File: src/rtl/msrv_32_imm_generator.sv
// RV32I immediate generator: selects/extends instruction bits into a 32-bit immediate, registered (1-cycle latency, no stall).
// Optional MSRV32_IMM_ILLEGAL_EN treats type code 111 as illegal (zero immediate, flag set).
module msrv_32_imm_generator (
   input  logic        clk_in,
   input  logic        rst_in,
   input  logic [31:7] instr_in,
   input  logic [2:0]  imm_type_in,
   output logic [31:0] imm_out,
   output logic        imm_illegal_out
);

   localparam logic [2:0] IMM_I     = 3'b000;
   localparam logic [2:0] IMM_I_ALT = 3'b001;
   localparam logic [2:0] IMM_S     = 3'b010;
   localparam logic [2:0] IMM_B     = 3'b011;
   localparam logic [2:0] IMM_U     = 3'b100;
   localparam logic [2:0] IMM_J     = 3'b101;
   localparam logic [2:0] IMM_CSR   = 3'b110;
   localparam logic [2:0] IMM_RSVD  = 3'b111;

   logic        sign;
   logic [31:0] i_imm;
   logic [31:0] s_imm;
   logic [31:0] b_imm;
   logic [31:0] u_imm;
   logic [31:0] j_imm;
   logic [31:0] csr_imm;
   logic [31:0] imm_nxt;
   logic        illegal_nxt;

   assign sign    = instr_in[31];
   assign i_imm   = {{20{sign}}, instr_in[31:20]};
   assign s_imm   = {{20{sign}}, instr_in[31:25], instr_in[11:7]};
   assign b_imm   = {{20{sign}}, instr_in[7], instr_in[30:25], instr_in[11:8], 1'b0};
   assign u_imm   = {instr_in[31:12], 12'h000};
   assign j_imm   = {{12{sign}}, instr_in[19:12], instr_in[20], instr_in[30:21], 1'b0};
   // CSR uimm lives in the rs1 field and is never sign-extended.
   assign csr_imm = {27'b0, instr_in[19:15]};

   always_comb begin
      imm_nxt     = i_imm;
      illegal_nxt = 1'b0;
      case (imm_type_in)
         IMM_I, IMM_I_ALT: imm_nxt = i_imm;
         IMM_S:            imm_nxt = s_imm;
         IMM_B:            imm_nxt = b_imm;
         IMM_U:            imm_nxt = u_imm;
         IMM_J:            imm_nxt = j_imm;
         IMM_CSR:          imm_nxt = csr_imm;
         IMM_RSVD: begin
`ifdef MSRV32_IMM_ILLEGAL_EN
            imm_nxt     = 32'h0000_0000;
            illegal_nxt = 1'b1;
`else
            imm_nxt     = i_imm;
`endif
         end
         default:          imm_nxt = i_imm;
      endcase
   end

   always_ff @(posedge clk_in) begin
      if (rst_in) begin
         imm_out         <= 32'h0000_0000;
         imm_illegal_out <= 1'b0;
      end else begin
         imm_out         <= imm_nxt;
         imm_illegal_out <= illegal_nxt;
      end
   end

endmodule

File: config.mk
export PLATFORM = sky130hd
export DESIGN_NAME = msrv_32_imm_generator
export DESIGN_NICKNAME = d
export VERILOG_FILES = /design/src/rtl/msrv_32_imm_generator.sv
export SDC_FILE = /design/constraint.sdc
export NUM_CORES = 1
export LEC_CHECK = 0
export ABC_AREA = 0
export CORE_MARGIN = 2
export CORE_UTILIZATION = 33
export CTS_CLUSTER_DIAMETER = 200
export CTS_CLUSTER_SIZE = 30
export DETAILED_ROUTE_END_ITERATION = 8
export PLACE_DENSITY = 0.73
export SLEW_MARGIN = 10
export SYNTH_ARGS = -nofsm -noshare
export SYNTH_HDL_FRONTEND = slang
export SYNTH_SLANG_ARGS = --single-unit
File: constraint.sdc
create_clock -name clk_in -period 1 [get_ports clk_in]
set_clock_uncertainty 0.15 [all_clocks]
set_input_delay 0.25 -clock clk_in [delete_from_list [all_inputs] [get_ports clk_in]]
set_output_delay 0.25 -clock clk_in [all_outputs]
set_load 0.005 [all_outputs]
==> results.md, run 1 <==
- Max layer used: met4
- Most frequent cells in the layout: buf_2, nand2_1, dfxtp_1
- Synth Cell Area: 0.00112 mm2
- Final antenna-violating net count: 0
- # IOs: 63
- Cell depth of the worst setup path: 1
- Regs by FF count: imm_out: 32 flops
- Synth Flop Type: dfxtp_1
- Synth area leaders: dfxtp_1, a21oi_1, nand2_1
- Root Driver: clkbuf_4
- Port Buf Inserts: 61
- Final setup viols: 32
- Largest net degree at the start of global routing: 12
- Max VDD drop: 0.646 mV
- Max Cap Viol: 0
- Critical Path AT: 0.77 ns
- Post-synth ARST share: 0
- Post-synth top area share: 0.571
- Drt drc: 0
- Chip width: 62.3 um
- Pre-antenna DRT Iters: 4
- Failing checks: negative setup slack
- Pwr dens: 1400 mW/mm2
- Hold Crit Class: input pin to register
- Final Wtd Congestion: 0.816
- Post-synth EDFFs: 0
- Critical-path cell list: buf_2
- H-Tree Depth: 2
- Worst setup margin: -0.170 ns
- Die Height: 62.3 um
- Most flops, register: imm_out
- CP endpoint kind: output pin
- Synthesis-to-layout area growth: 65.8%
- RSZ-0062 raised after global routing: true
- Crit-path max FO: 1
- Initial antenna violation count: 0
- Vias in the first global route: 1127
- Share of cells above drive strength 1: 0.392
- WL final: 3.20 mm
- Ant diodes: 0
- Clock buffer depth: 2
- Core footprint: 0.00331 mm2
- Mapped Cells: 122
- Commonest non-fill, non-tap cell in the layout: buf_2
- Worst-path clk slew: 0.10 ns
- Fill count: 342
- DRT iter0 DRCs: 28
- Total gr overflow: 0
- Slowest stage cell, crit path: dfxtp_2
- CTS tree: yes
- Worst path bufs/invs: 1
- Via count: 1105
- Worst Setup EP: imm_out[31]
- CP Launch Type: register
- Sink Count: 32
- Die area: 0.00388 mm2
- Avg WL per Cell: 13.1 um
- Starting Density: 0.339
- Largest register FFs: 32
- Slew Limit Fails: 0
- Final Hold Viols: 0
- Final Cycle Share: 1.17
- First-pass GRT wire length: 5.15 mm
- WP data required: 0.60 ns
- CP startpoint: imm_out[31]$_SDFF_PP0_
- DR vias/cell: 4.51
- Final Non-Filler Cells: 245
- Met2 WL: 1.52 mm
- CP top delay family: flip-flops
- CTS buffer count: 5
- Core Rows: 21
- Hold Slack: 0.172 ns
- Sequential-to-total area share from yosys stat: 0.571
- Leak: 0.845 nW
- Worst Path Class, Setup: register to output pin
- Yosys warnings: 0
- Post-Syn Nets: 152
- #FFs+latches synth: 32
- Peak Freq: 855 MHz
- GRT Overall Usage: 0.172
- Placed Cells: 235
- Final core occ: 0.562
- CTS Hold Bufs: 0
- Cell taking the most area after synthesis: dfxtp_1
- Status: finished with violations
- Critical Path Max Stage Delay: 0.33 ns
- DP HPWL: 2.42 mm
- Syn_area_per_cell: 9.19 um2
- Final #Nets: 228
- Wire length on met3: 369 um
- Met1 WL: 1.27 mm
- Fin crit period: 1.17 ns
- Netlist cell types: 26
how the worst min path moves through the flow:
stage / startpoint / to / slack (ns) / cells past startpoint
after detailed placement: instr_in[13] / imm_out[13]$_SDFF_PP0_ / 0.67 / 3
after global routing: instr_in[15] / imm_out[15]$_SDFF_PP0_ / 0.16 / 3
after CTS: instr_in[15] / imm_out[15]$_SDFF_PP0_ / 0.16 / 3
after global placement: instr_in[13] / imm_out[13]$_SDFF_PP0_ / 0.66 / 3
final: instr_in[15] / imm_out[15]$_SDFF_PP0_ / 0.17 / 3
after floorplan: imm_type_in[1] / imm_out[31]$_SDFF_PP0_ / 0.19 / 1
metrics by stage:
step,setup TNS (ns),cell area [um2],power (mW),setup slack [ns]
finish,-4.65,1860,2.61,-0.170
global route,-6.15,1860,2.74,-0.213
CTS,-5.14,1830,2.61,-0.186
detailed placement,-28.80,1900,1.94,-0.777
global placement,-26.48,1900,1.93,-0.673
floorplan,-1.27,1150,1.57,-0.0823
synth_stat cells (all sizes together), types with 3 or more instances:
library cell	instances
dfxtp	32
nand2	22
a21oi	20
and2	8
inv	6
a22oi	4
buf	4
clkbuf	4
nand2b	4
o32ai	4
o21ai	3
kinds of logic after synthesis:
| logic type | share of synthesized area |
|---|---|
| simple gates | 0.177 |
| flops | 0.571 |
| compound gates | 0.183 |
| mux | 0.00893 |
| buf+inv | 0.0558 |
| other cells | 0.00335 |
layer usage:
layer / GRT usage / up-vias
li1: - / 560
met1: 0.178 / 482
met2: 0.295 / 56
met3: 0.0906 / 7
met4: 0.0667 / 0
met5: 0 / -
where the power goes:
part	internal (mW)	leakage, nW	switching, mW
Sequential	1.36	0.268	0.0194
Clock	0.347	0.0326	0.403
Combinational	0.273	0.544	0.206
Total	1.98	0.845	0.629
layout make-up:
| cell class | count | area (um2) | share of cell area |
|---|---|---|---|
| repair buffers | 77 | 601 | 0.323 |
| inverters | 6 | 22.5 | 0.0121 |
| well taps | 46 | 57.6 | 0.0310 |
| clock buffers | 8 | 58.8 | 0.0316 |
| multi-input cells | 76 | 467 | 0.251 |
| flip-flops and latches | 32 | 653 | 0.351 |
what timing repair did:
action	CTS	global route
buffers inserted	1	0
resized for setup	160	10
endpoints found under the hold margin	0	0
setup endpoints to repair	64	39
cloned	1	0
pin swaps	4	1
Power figures use the tool's default switching activity.
==> run 2, diff against run 1 <==
- CELL_PAD_IN_SITES_DETAIL_PLACEMENT: not set -> 0
- CELL_PAD_IN_SITES_GLOBAL_PLACEMENT: not set -> 2
- CORE_UTILIZATION: 33 -> 18
- PLACE_DENSITY: 0.73 -> not set
- PLACE_DENSITY_LB_ADDON: not set -> 0.1
- SKIP_CTS_REPAIR_TIMING: not set -> 1
==> results.md, run 2 (synthesis gave the netlist of run 1 again) <==
- Status: finished with violations
- Failing checks: negative setup slack
- CP Launch Type: register
- Pre-CTS WS: -0.817 ns (-0.0400 ns)
- Via count: 1118 (+1.2%)
- Final Wtd Congestion: 0.745 (-8.7%)
- Critical-path cell list: clkbuf_2
- CTS tree: yes
- Worst path bufs/invs: 1 (unchanged)
- Root Driver: clkbuf_8
- Largest net degree at the start of global routing: 12 (unchanged)
- Drt drc: 0 (unchanged)
- Die area: 0.00688 mm2 (+77%)
- Vias in the first global route: 1164 (+3.3%)
- Pwr dens: 1520 mW/mm2 (+8.7%)
- Ant diodes: 0 (unchanged)
- Slowest stage cell, crit path: dfxtp_2
- Most flops, register: imm_out
- Clock buffer depth: 2 (unchanged)
- Final setup viols: 32 (unchanged)
- Critical Path AT: 0.71 ns (-0.06 ns)
- Fin crit period: 1.11 ns (-0.0564 ns)
- Peak Freq: 898 MHz (+5.1%)
- Hold Slack: 0.0654 ns (-0.107 ns)
- Final Non-Filler Cells: 273 (+11%)
- Port Buf Inserts: 61 (unchanged)
- Largest register FFs: 32 (unchanged)
- Slew Limit Fails: 0 (unchanged)
- Placed Cells: 263 (+12%)
- Core footprint: 0.00596 mm2 (+80%)
- Chip width: 82.9 um (+33%)
- GRT Overall Usage: 0.105 (-0.0667)
- Met2 WL: 1.86 mm (+23%)
- CP endpoint kind: output pin
- Met1 WL: 1.56 mm (+23%)
- Final Cycle Share: 1.11 (-0.0564)
- Worst-path clk slew: 0.07 ns (-0.03 ns)
- # IOs: 63 (unchanged)
- Sink Count: 32 (unchanged)
- Starting Density: 0.188 (-0.150)
- Leak: 0.941 nW (+11%)
- Crit-path max FO: 1 (unchanged)
- Commonest non-fill, non-tap cell in the layout: clkbuf_2
- Worst Path Class, Setup: register to output pin
- Max VDD drop: 0.513 mV (-21%)
- Final #Nets: 227 (-0.44%)
- Share of cells above drive strength 1: 0.525 (+0.133)
- CP top delay family: flip-flops
- Pre-antenna DRT Iters: 3 (-1)
- DRT iter0 DRCs: 21 (-25%)
- DR vias/cell: 4.10 (-9.2%)
- WL final: 3.68 mm (+15%)
- Max Cap Viol: 0 (unchanged)
- CTS buffer count: 5 (unchanged)
- First-pass GRT wire length: 5.77 mm (+12%)
- Synthesis-to-layout area growth: 85.0%
- Hold Crit Class: input pin to register
- Most frequent cells in the layout: clkbuf_2, dfxtp_2, clkdlybuf4s50_1
- Final antenna-violating net count: 0 (unchanged)
- Initial antenna violation count: 0 (unchanged)
- Avg WL per Cell: 13.5 um (+3.2%)
- Core Rows: 28 (+33%)
- RSZ-0062 raised after global routing: true
- Total power: 3.16 mW (+21%)
- Max layer used: met4
- Worst setup margin: -0.113 ns (+0.0564 ns)
- Final Hold Viols: 0 (unchanged)
- H-Tree Depth: 2 (unchanged)
- DP HPWL: 2.76 mm (+14%)
- Critical Path Max Stage Delay: 0.33 ns (about the same)
- WP data required: 0.60 ns (about the same)
- Die Height: 82.9 um (+33%)
- Regs by FF count: imm_out: 32 flops
- Total gr overflow: 0 (unchanged)
- Wire length on met3: 205 um (-44%)
## run 2: routing by layer
metal,up-vias,track usage
li1,555,-
met1,523,0.120
met4,0,0.0358
met2,35,0.181
met3,5,0.0388
met5,-,0
## run 2: final cells by class
| class | count | area (um2) |
|---|---|---|
| inverters | 6 | 22.5 |
| fillers | 660 | 3880 |
| clock inverters | 3 | 42.5 |
| repair buffers | 76 | 652 |
| clock buffers | 5 | 68.8 |
| multi-input cells | 76 | 532 |
| well taps | 75 | 93.8 |
| flip-flops and latches | 32 | 663 |
## run 2: worst paths after layout
| path | start | end | slack, ns | cells past startpoint |
|---|---|---|---|---|
| worst max-delay path | imm_out[27]$_SDFF_PP0_ | imm_out[27] | -0.11 | 1 |
| worst min-delay path | imm_type_in[1] | imm_out[11]$_SDFF_PP0_ | 0.07 | 2 |
## run 2: metrics by stage
step | util | setup TNS (ns) | area [um2]
detailed placement | 0.325 | -29.01 | 1940
global placement | 0.325 | -28.20 | 1940
CTS | 0.344 | -29.53 | 2050
global route | 0.348 | -4.26 | 2070
finish | 0.348 | -3.13 | 2070
floorplan | - | -1.27 | 1150
## run 2: where the power goes
part,switching [mW],total (mW),internal [mW]
clock,0.507,1.24,0.737
sequential,0.0246,1.39,1.36
combinational,0.228,0.531,0.302
